<file path="src/rtl/beat_pulse_qualifier.sv">
// Heartbeat front end: sync, debounce, edge detect and refractory gating.
// Emits one-cycle beat strobes plus beat interval and missing-beat timeout.
module beat_pulse_qualifier #(
  parameter int SYNC_STAGES       = 2,
  parameter int DEBOUNCE_CYCLES   = 16,
  parameter int REFRACTORY_CYCLES = 1000,
  parameter int TIMEOUT_CYCLES    = 5000,
  parameter int CNT_W             = 16
) (
  input  logic             clk,
  input  logic             rst,
  input  logic             sensor_in,
  input  logic             enb_in,
  output logic             beat,
  output logic             beat_level,
  output logic [CNT_W-1:0] interval,
  output logic             interval_valid,
  output logic             timeout
);

  localparam int DB_W = $clog2(DEBOUNCE_CYCLES + 1);
  localparam int RF_W = $clog2(REFRACTORY_CYCLES + 1);

  localparam logic [DB_W-1:0]  DB_LAST = DB_W'(DEBOUNCE_CYCLES - 1);
  localparam logic [RF_W-1:0]  RF_LAST = RF_W'(REFRACTORY_CYCLES - 1);
  localparam logic [CNT_W-1:0] TMO     = CNT_W'(TIMEOUT_CYCLES);

  typedef enum logic [1:0] {
    ARMED,
    REFRACT,
    WAIT_LOW
  } state_e;

  logic [SYNC_STAGES-1:0] sync_q;
  logic                   sync_bit;

  logic [DB_W-1:0]  db_q, db_d;
  logic             lvl_q, lvl_d;
  state_e           state_q, state_d;
  logic [RF_W-1:0]  rf_q, rf_d;
  logic [CNT_W-1:0] since_q, since_d;
  logic [CNT_W-1:0] since_inc;
  logic             first_q, first_d;
  logic [CNT_W-1:0] intv_q, intv_d;
  logic             beat_q, beat_d;
  logic             ivld_q, ivld_d;
  logic             rise;

  assign sync_bit  = sync_q[SYNC_STAGES-1];
  assign since_inc = (since_q == '1) ? since_q
                                     : since_q + CNT_W'(1);

  // Synchroniser keeps running while disabled.
  always_ff @(posedge clk) begin
    if (rst) begin
      sync_q <= '0;
    end else begin
      sync_q <= {sync_q[SYNC_STAGES-2:0], sensor_in};
    end
  end

  always_comb begin
    db_d    = db_q;
    lvl_d   = lvl_q;
    state_d = state_q;
    rf_d    = rf_q;
    since_d = since_q;
    first_d = first_q;
    intv_d  = intv_q;
    beat_d  = 1'b0;
    ivld_d  = 1'b0;
    rise    = 1'b0;
    if (enb_in) begin
      if (sync_bit != lvl_q) begin
        if (db_q == DB_LAST) begin
          lvl_d = ~lvl_q;
          db_d  = '0;
        end else begin
          db_d = db_q + DB_W'(1);
        end
      end else begin
        db_d = '0;
      end
      rise    = ~lvl_q & lvl_d;
      since_d = since_inc;
      unique case (state_q)
        ARMED: begin
          if (rise) begin
            beat_d  = 1'b1;
            state_d = REFRACT;
            rf_d    = '0;
          end
        end
        REFRACT: begin
          if (rf_q == RF_LAST) begin
            state_d = lvl_q ? WAIT_LOW : ARMED;
          end else begin
            rf_d = rf_q + RF_W'(1);
          end
        end
        WAIT_LOW: begin
          if (!lvl_q) state_d = ARMED;
        end
        default: state_d = ARMED;
      endcase
      // First beat after reset only arms the interval measurement.
      if (beat_d) begin
        since_d = '0;
        first_d = 1'b1;
        if (first_q) begin
          intv_d = since_inc;
          ivld_d = 1'b1;
        end
      end
    end
  end

  always_ff @(posedge clk) begin
    if (rst) begin
      db_q    <= '0;
      lvl_q   <= 1'b0;
      state_q <= ARMED;
      rf_q    <= '0;
      since_q <= '0;
      first_q <= 1'b0;
      intv_q  <= '0;
      beat_q  <= 1'b0;
      ivld_q  <= 1'b0;
    end else begin
      db_q    <= db_d;
      lvl_q   <= lvl_d;
      state_q <= state_d;
      rf_q    <= rf_d;
      since_q <= since_d;
      first_q <= first_d;
      intv_q  <= intv_d;
      beat_q  <= beat_d;
      ivld_q  <= ivld_d;
    end
  end

  assign beat           = beat_q;
  assign beat_level     = lvl_q;
  assign interval       = intv_q;
  assign interval_valid = ivld_q;
  assign timeout        = (since_q >= TMO);

endmodule
</file>
<file path="config.mk">
export PLATFORM = sky130hd
export DESIGN_NAME = beat_pulse_qualifier
export DESIGN_NICKNAME = d
export VERILOG_FILES = /design/src/rtl/beat_pulse_qualifier.sv
export SDC_FILE = /design/constraint.sdc
export NUM_CORES = 1
export LEC_CHECK = 0
export CELL_PAD_IN_SITES_DETAIL_PLACEMENT = 1
export CELL_PAD_IN_SITES_GLOBAL_PLACEMENT = 1
export CORE_ASPECT_RATIO = 0.75
export CORE_MARGIN = 5
export CORE_UTILIZATION = 40
export CTS_CLUSTER_DIAMETER = 200
export DETAILED_ROUTE_END_ITERATION = 10
export PLACE_DENSITY = 0.8
export SKIP_CTS_REPAIR_TIMING = 1
export SKIP_LAST_GASP = 1
export SYNTH_ARGS = -nofsm -noshare
export SYNTH_HDL_FRONTEND = slang
export SYNTH_SLANG_ARGS = --single-unit
</file>
<file path="constraint.sdc">
create_clock -name clk -period 2.32 [get_ports clk]
set_clock_uncertainty 0.1 [all_clocks]
set_input_delay 0.58 -clock clk [delete_from_list [all_inputs] [get_ports clk]]
set_output_delay 0.58 -clock clk [all_outputs]
set_load 0.005 [all_outputs]
</file>
Word level (Yosys, flattened, before mapping):

Index checks and enable logic that the tools add are counted.

* input bits: 4
* word-level logic and storage cells: 55
* flip-flop bits (word level): 55
* output and inout bits: 20

* add/sub/neg operators: 3
* reduce and logical (&&, ||, !) cells: 8
* multiplexer cells: 19
* order comparisons: 1
* equal/unequal tests: 10
* bitwise logic cells: 4

Operator list (number)
* $mux 16: 2
* $mux 10: 2
* $pmux 10 s2: 1
* $add 16x1->16 const B: 1
* $eq 16x16->1 const B: 1
* $ge 16x13->1 const B: 1
* $add 10x1->10 const B: 1
* $eq 10x10->1 const B: 1
* $mux 5: 2
* $mux 2: 4
* $ne 2x2->1 const B: 4
* $reduce_and 4->1: 2
* $mux 1: 7
* $pmux 2 s3: 1
* $add 5x1->5 const B: 1
* $eq 5x4->1 const B: 1
* $not 1->1: 3
* $reduce_and 3->1: 1
* $reduce_or 3->1: 1
* $eq 2x1->1 const B: 1
* $eq 2x2->1 const B: 1
* $logic_not 2->1: 1
* $reduce_and 2->1: 1
* $reduce_bool 2->1: 1
* 3 further kinds: 3

Depth between registers and ports, before layout:

Gate-level depths: netlist (run 1).

* depth in word-level cells: 10
* mapped depth: 8

Worst setup path after synthesis (run 1):

Ideal clock, no wire load.

* kind: flip-flop to output port
* start point: reg since_q[3]
* end point: out timeout
* required time: 1.640 ns
* stages on the path, launching flop included: 5
* arrival: 1.200 ns
* setup slack: 0.440 ns
* buffers on the path: 1
* cell sequence: dfxtp_1 -> buf_2 -> nor4_1 -> o21ai_0 -> a2111o_1

* longest elaborated chain between the ends: 1

Ends and longest elaborated chain
* from (decl): line 41 `logic [CNT_W-1:0] since_q, since_d;`
* from (signal assigned): line 134 `since_q <= since_d;`
* $ge 16x13->1: line 146 `assign timeout = (since_q >= TMO);`
* to (decl): line 18 `output logic timeout`

Every way passes these cells.

Worst setup path in the final report (run 1):

* start point: reg since_q[6]
* end point: out timeout

Same word-level chain as after synthesis.

==> flow_metrics.env, run 1 <==
export IMPL_fin_cells=456
export IMPL_core_area_mm2=0.00683
export IMPL_drt_initial_drc_count=202
export IMPL_ant_nets=0
export IMPL_cp_arrival_ns=1.57
export IMPL_post_drt_via_cell_ratio=5.95
export IMPL_clockRootBuffer="clkbuf_8"
export IMPL_dp_cells=450
export IMPL_required_ns=1.64
export IMPL_cts_sinks=55
export IMPL_p_leak_nw=1.19
export IMPL_use_met1=0.262
export IMPL_first_global_vias=2711
export IMPL_die_area_mm2=0.00885
export IMPL_period_share=0.971
export IMPL_status="finished, final reports clean"
export IMPL_worst_pin_slew_ns=0.615
export IMPL_use_met2=0.303
export IMPL_setup_violations=0
export IMPL_dieWidth_um=107
export IMPL_cts_tree="yes"
export IMPL_ys_top_cells_by_count="dfxtp_1, nor2_1, a21oi_1"
export IMPL_avgSynthCellArea_um2=8.37
export IMPL_critPathMaxFanout=2
export IMPL_antenna_cells=0
export IMPL_die_h_um=82.7
export IMPL_clockBufferDepth=2
export IMPL_cap_violations=0
export IMPL_yosys_warnings=0
export IMPL_drv_slew=0
export IMPL_synth_area_leaders="dfxtp_1, a21oi_1, nor2_1, nand2_1, a31oi_1"
export IMPL_gp_congestion=0.870
export IMPL_synth_most_common_cell="dfxtp_1"
export IMPL_yosys_area_top_type="dfxtp_1"
export IMPL_grt_max_degree=23
export IMPL_grt_usage=0.187
export IMPL_crit_path_start_kind="flip-flop"
export IMPL_syn_to_final_growth_pct=20.4
export IMPL_busiest_layer="met2"
export IMPL_layout_area_seq_mm2=0.00110
export IMPL_pwr_share_comb=0.060
export IMPL_wl_per_cell_um=17.7
export IMPL_drc=0
export IMPL_syn_cell_area_mm2=0.00282
export IMPL_syn_inst=337
export IMPL_synth_edf_count=0
export IMPL_internal_power_mw=1.19
export IMPL_ys_flop_type="dfxtp_1"
export IMPL_synth_top_area_frac=0.390
export IMPL_seqPwrFrac=0.612
export IMPL_switchingPower_mw=0.365
export IMPL_port_buffer_count=23
export IMPL_first_pass_iters=4
export IMPL_max_vdd_ir_drop_mv=0.234
export IMPL_wl_um=8060
export IMPL_drive_above_1_share=0.134
export IMPL_p_total_mw=1.55
export IMPL_max_freq_mhz=444
export IMPL_tns_ns=0
export IMPL_synth_async_reset_ratio=0
export IMPL_rows=26
export IMPL_final_nets=381
export IMPL_power_frac_clock=0.328
export IMPL_fill_cells=830
export IMPL_hold_viol=0
export IMPL_hold_path_class="reg -> reg"
export IMPL_end_kind="primary output"
export IMPL_rsz0062_at_grt="false"
export IMPL_ios=24
export IMPL_ys_seq_area_frac=0.390
export IMPL_power_density_mw_per_mm2=458
export IMPL_dp_hpwl_um=5960
export IMPL_numCtsBuffers=5
export IMPL_use_met3=0.0334
export IMPL_ys_ff_latch=55
export IMPL_initial_core_util=0.413
export IMPL_switching_share=0.235
export IMPL_path_class="reg -> out"
export IMPL_multi_input_area_mm2=0.00161
export IMPL_slew_headroom=0.588
export IMPL_dr_total_vias=2711
export IMPL_cts_clk_slew_worst_paths_ns=0.09
export IMPL_synth_net_count=345
export IMPL_antenna_found_initial=0
export IMPL_overflow=0
export IMPL_clkLatencyLatePin_ns=0.30
export IMPL_grt_pass1_wl_um=13300
export IMPL_ys_types=57
export IMPL_htree_levels=2
export IMPL_fin_crit_ns=2.25
-- stage by stage --
| step | hold WS [ns] | setup WS (ns) | utilization | instance area [µm²] |
|---|---|---|---|---|
| 2_1_floorplan | 0.314 | 0.440 | - | 2820 |
| 4_1_cts | 0.358 | -0.338 | 0.494 | 3380 |
| 6_report | 0.354 | 0.0679 | 0.497 | 3400 |
| 3_5_place_dp | 0.335 | 0.0145 | 0.484 | 3300 |
| 3_3_place_gp | 0.318 | 0.0242 | 0.484 | 3300 |
| 5_1_grt | 0.377 | 0.00368 | 0.497 | 3400 |
-- state kept, by name, summed over array words and instances (netlist names), 2 cells and up --
name,cells
db_q,5
interval,16
sync_q,2
since_q,16
state_q,2
rf_q,10
-- per-layer routing --
layer	wire length, µm	share of wire
met1	4030	0.50
met2	3570	0.44
met3	397	0.049
met4	63	0.0078
met5	0	0
-- power by group through the flow --
stage	sequential [mW]	clock (mW)	combinational, mW
global route	0.953	0.559	0.103
global placement	0.974	0	0.0888
CTS	0.952	0.524	0.0925
floorplan	0.973	0	0.0509
detailed placement	0.974	0	0.0921
finish	0.952	0.509	0.0934
-- layout make-up --
class	instances	area share
repair buffers	51	0.141
well taps	84	0.0310
flip-flops and latches	55	0.325
clock buffers	6	0.0214
multi-input cells	252	0.473
inverters	8	0.00884
-- path summary, 6_finish.rpt --
kind	from	to	slack (ns)	cells past startpoint
worst min register to register	sync_q[0]	sync_q[1]	0.35	1
worst max-delay path	since_q[6]	timeout	0.07	4
worst min-delay path	sync_q[0]	sync_q[1]	0.35	1
worst max register to register	since_q[12]	interval[1]	0.14	4
-- placed cells by master (no fill, tap or decap), types with 3 or more instances in the layout --
cell and instances:
o21ai_1 3, mux2i_1 4, and4_1 5, clkbuf_8 5
buf_12 3, nor3_1 6, ha_1 4, nor2b_1 6
clkdlybuf4s50_1 22, xnor2_1 5, nand3b_1 5, nand4_1 7
xor2_1 5, and2_1 6, a211oi_1 7, and3_1 6
buf_4 25, o21ai_0 11, inv_1 8, nand2_1 26
nor2_1 35, dfxtp_1 54, nand3_1 10, a21oi_1 28
a211oi_2 3, nand2b_1 7, a41oi_1 7, a31oi_1 11
a22o_1 3
-- critical path, stage by stage (launching register included) --
cell	delay (ns)
dfxtp_2	0.35
nor4_4	0.27
o21ai_1	0.09
a2111o_1	0.41
dlymetal6s2s_1	0.16
-- logic make-up (layout without fill, tap and decap cells) --
kind of cell	count (synthesis)	in the layout	share of synthesized area
compound gates	93	93	0.220
simple gates	139	139	0.272
xor+xnor	10	10	0.0311
fa+ha+maj	4	4	0.0177
flops	55	55	0.390
buf+inv	30	65	0.0475
mux	6	6	0.0222
No activity file was read; power rests on OpenSTA's default activity.
==> run 2, diff against run 1 <==
CORE_MARGIN = 2   (was 5)
GPL_ROUTABILITY_DRIVEN = 0   (was not set)
SKIP_LAST_GASP = not set   (was 1)
==> flow_metrics.env, run 2 (synthesized netlist as in run 1, its figures left out) <==
export IMPL_setup_violations=0
export IMPL_cpPeakStageDelay_ns=0.36
export IMPL_rr_worst_depth=7
export IMPL_htree_levels=2
export IMPL_min_to="sync_q[1]"
export IMPL_initial_core_util=0.413
export IMPL_hold_viol=0
export IMPL_crit_path_start_kind="flip-flop"
export IMPL_drc=0
export IMPL_hold_depth=1
export IMPL_port_buffer_count=23
export IMPL_fin_crit_ns=2.22
export IMPL_final_nets=381
export IMPL_dieWidth_um=101
export IMPL_first_pass_iters=4
export IMPL_dr_total_vias=2669
export IMPL_final_common_cell="dfxtp_1"
export IMPL_critPathMaxFanout=2
export IMPL_max_freq_mhz=451
export IMPL_max_vdd_ir_drop_mv=0.309
export IMPL_cp_cell_sequence="nor4_4 > o21ai_1 > a2111o_1 > dlymetal6s2s_1"
export IMPL_die_h_um=76.7
export IMPL_layout_common_cells="dfxtp_1, nor2_1, a21oi_1, buf_4, nand2_1"
export IMPL_cap_violations=0
export IMPL_first_global_vias=2655
export IMPL_hold_start="sync_q[0]"
export IMPL_hold_path_class="reg -> reg"
export IMPL_clkLatencyLatePin_ns=0.30
export IMPL_antenna_found_initial=0
export IMPL_cts_clk_slew_worst_paths_ns=0.10
export IMPL_rows=26
export IMPL_drive_above_1_share=0.139
export IMPL_path_class="reg -> out"
export IMPL_worst_pin_slew_ns=0.728
export IMPL_grt_pass1_wl_um=13100
export IMPL_numCtsBuffers=5
export IMPL_grt_max_degree=23
export IMPL_clockRootBuffer="clkbuf_8"
export IMPL_antenna_cells=0
export IMPL_cts_tree="yes"
export IMPL_required_ns=1.64
export IMPL_post_drt_via_cell_ratio=5.83
export IMPL_cp_arrival_ns=1.54
export IMPL_die_area_mm2=0.00775
export IMPL_drv_slew=0
export IMPL_fill_cells=834
export IMPL_slew_headroom=0.513
export IMPL_power_density_mw_per_mm2=477
export IMPL_worstReg2RegEnd="interval[3]"
export IMPL_r2r_slack_ns=0.20
export IMPL_grt_usage=0.211
export IMPL_regToRegStartpoint="db_q[0]"
export IMPL_tns_ns=0
export IMPL_syn_to_final_growth_pct=20.5
export IMPL_overflow=0
export IMPL_period_share=0.956
export IMPL_rsz0062_at_grt="false"
export IMPL_slowest_stage="a2111o_1"
export IMPL_wl_um=7860
export IMPL_p_leak_nw=1.20
export IMPL_end_kind="primary output"
export IMPL_p_total_mw=1.62
export IMPL_ant_nets=0
export IMPL_ios=24
export IMPL_clockBufferDepth=2
export IMPL_core_area_mm2=0.00683
export IMPL_wl_per_cell_um=17.2
export IMPL_status="finished, final reports clean"
export IMPL_cts_sinks=55
export IMPL_dp_hpwl_um=5830
export IMPL_drt_initial_drc_count=141
[run 2: changes by cell type in the layout (fill, tap and decap cells not counted)]
| cell | before | now |
|---|---|---|
| buf_12 | 3 | 1 |
| buf_4 | 25 | 27 |
| clkbuf_8 | 5 | 7 |
[run 2: area by class of cell]
type	count	area [µm²]	area share
multi-input combinational	252	1610	0.472
sequential	55	1100	0.324
timing repair buffer	51	455	0.134
tap	84	105	0.0309
clock buffer	8	100	0.0295
inverter	8	30.0	0.00884
[run 2: worst max-delay path: cells and delay by family, from the launching register on]
kind | cells | cell delay (ns)
compound gates | 2 | 0.46
buf+inv | 1 | 0.16
flops | 1 | 0.35
simple gates | 1 | 0.27
[run 2: worst max-delay path by stage]
stage	startpoint	slack (ns)	to	depth (start not counted)
after floorplan	since_q[3]	0.44	timeout	4
after global placement	since_q[3]	-0.02	timeout	5
after detailed placement	since_q[3]	-0.06	timeout	5
after CTS	since_q[3]	-0.42	timeout	5
after global routing	db_q[0]	0.02	interval[4]	7
final	since_q[6]	0.10	timeout	4
[run 2: per-layer routing]
metal / global-route usage / wire [µm] / vias up
li1: - / - / 1310
met1: 0.308 / 3950 / 1306
met2: 0.325 / 3520 / 45
met3: 0.0346 / 326 / 8
met4: 0.0473 / 68 / 0
met5: 0 / 0 / -
[run 2: stage by stage]
step           std cells  hold WS [ns]  setup WS [ns]  area (µm²)   util
6_report             458         0.345          0.103        3400  0.497
5_1_grt              458         0.370         0.0215        3400  0.497
4_1_cts              459         0.349         -0.418        3390  0.496
3_5_place_dp         451         0.327        -0.0642        3290  0.481
3_3_place_gp         451         0.317        -0.0215        3290  0.481
2_1_floorplan        337         0.314          0.440        2820      -
[run 2: report_power, final]
group          leakage [nW]  total, mW  switching [mW]  internal [mW]
Clock                0.0515      0.578           0.305          0.273
Combinational         0.703     0.0905          0.0553         0.0352
Sequential            0.444      0.952         0.00434          0.948
==> run 3, diff against run 2 <==
CAP_MARGIN = 20   (was not set)
CORE_UTILIZATION = 39   (was 40)
PLACE_DENSITY = 0.81   (was 0.8)
SLEW_MARGIN = 20   (was not set)
clock period = 1.95 ns   (was 2.32 ns; I/O delays follow)
==> flow_metrics.env, run 3 (synthesized netlist as in run 1, its figures left out) <==
export IMPL_stdcell_area_mm2=0.00407
export IMPL_p_total_mw=1.95
export IMPL_period_share=1.18
export IMPL_clockRootBuffer="clkbuf_8"
export IMPL_dp_hpwl_um=6470
export IMPL_drt_initial_drc_count=209
export IMPL_cp_num_buf_inv=1
export IMPL_dr_total_vias=3095
export IMPL_cp_arrival_ns=1.71
export IMPL_drv_slew=0
export IMPL_multi_input_area_mm2=0.00189
export IMPL_drc=0
export IMPL_wl_um=11100
export IMPL_antenna_cells=0
export IMPL_clockBufferDepth=2
export IMPL_p_leak_nw=1.49
export IMPL_final_nets=422
export IMPL_cpPeakStageDelay_ns=0.43
export IMPL_violations="negative setup slack"
export IMPL_worst_pin_slew_ns=0.716
export IMPL_cap_violations=0
export IMPL_first_global_vias=2886
export IMPL_dieWidth_um=102
export IMPL_layout_area_seq_mm2=0.00112
export IMPL_setup_violations=13
export IMPL_final_common_cell="buf_4"
export IMPL_hold_ws_ns=0.362
export IMPL_power_density_mw_per_mm2=479
export IMPL_grt_usage=0.231
export IMPL_ant_nets=0
export IMPL_rows=26
export IMPL_fill_cells=797
export IMPL_core_area_mm2=0.00690
export IMPL_grt_max_degree=23
export IMPL_status="complete, but fails checks"
export IMPL_initial_core_util=0.409
export IMPL_syn_to_final_growth_pct=44.4
export IMPL_placed_area_mm2=0.00352
export IMPL_end_kind="primary output"
export IMPL_ios=24
export IMPL_layout_common_cells="buf_4, dfxtp_1, a21oi_1, nor2_1, nand2_1"
export IMPL_die_area_mm2=0.00793
export IMPL_rsz0062_at_grt="true"
export IMPL_max_vdd_ir_drop_mv=0.431
export IMPL_port_buffer_count=23
export IMPL_critPathMaxFanout=2
export IMPL_cts_sinks=55
export IMPL_crit_path_start_kind="flip-flop"
export IMPL_first_pass_iters=5
export IMPL_max_freq_mhz=436
export IMPL_fin_crit_ns=2.30
export IMPL_htree_levels=2
export IMPL_cts_tree="yes"
export IMPL_clkLatencyLatePin_ns=0.32
export IMPL_post_drt_via_cell_ratio=6.04
export IMPL_finalWorstSetupSlack_ns=-0.345
export IMPL_crit_family="compound AO/OA/AOI/OAI gates"
export IMPL_cts_clk_slew_worst_paths_ns=0.11
export IMPL_grt_pass1_wl_um=14400
export IMPL_path_class="reg -> out"
export IMPL_hold_viol=0
export IMPL_cp_cell_sequence="nor4_4 > o21ai_1 > a2111o_1 > clkbuf_2"
export IMPL_drive_above_1_share=0.341
export IMPL_numCtsBuffers=5
export IMPL_wl_per_cell_um=21.7
export IMPL_slowest_stage="a2111o_1"
export IMPL_die_h_um=77.6
export IMPL_required_ns=1.36
export IMPL_hold_path_class="reg -> reg"
export IMPL_slew_headroom=0.521
export IMPL_overflow=0
export IMPL_antenna_found_initial=0
run 3: layer usage:
layer / routed length (µm) / vias to the layer above / GRT usage
met5: 0 / - / 0
met4: 401 / 0 / 0.0733
met3: 696 / 37 / 0.0423
met2: 5200 / 133 / 0.366
met1: 4830 / 1536 / 0.318
li1: - / 1389 / -
run 3: power breakdown:
| group | internal [mW] | switching, mW | total, mW |
|---|---|---|---|
| Combinational | 0.0549 | 0.0799 | 0.135 |
| Clock | 0.281 | 0.404 | 0.685 |
| Sequential | 1.13 | 0.00510 | 1.13 |
run 3: cell type report:
cell class,count,share of cell area
tap,98,0.0301
timing repair buffer,91,0.203
multi-input combinational,253,0.464
clock inverter,1,0.00123
sequential,55,0.274
inverter,8,0.00737
clock buffer,6,0.0203
run 3: worst paths after layout:
check,start,to,slack [ns],cells after the start
min reg2reg,interval[10],interval[10],0.36,2
max,since_q[6],timeout,-0.35,4
max reg2reg,db_q[0],interval[15],-0.07,8
min,interval[10],interval[10],0.36,2
run 3: per-stage QoR:
stage | TNS [ns] | setup WS (ns) | cells | utilization
final | -0.658 | -0.345 | 512 | 0.591
after floorplan | 0 | 0.108 | 337 | -
after detailed placement | -6.28 | -0.320 | 492 | 0.510
after CTS | -3.21 | -0.675 | 499 | 0.523
after global placement | -4.86 | -0.293 | 492 | 0.510
after global routing | -2.39 | -0.350 | 512 | 0.591
run 3: worst register-to-register path, cell delays in order, from the launching register on:
cell      delay, ns
dfxtp_4        0.38
ha_4           0.14
nand4b_1       0.22
nor3_2         0.34
and3_4         0.32
buf_12         0.14
buf_12         0.10
nor2_2         0.03
a311oi_2       0.18
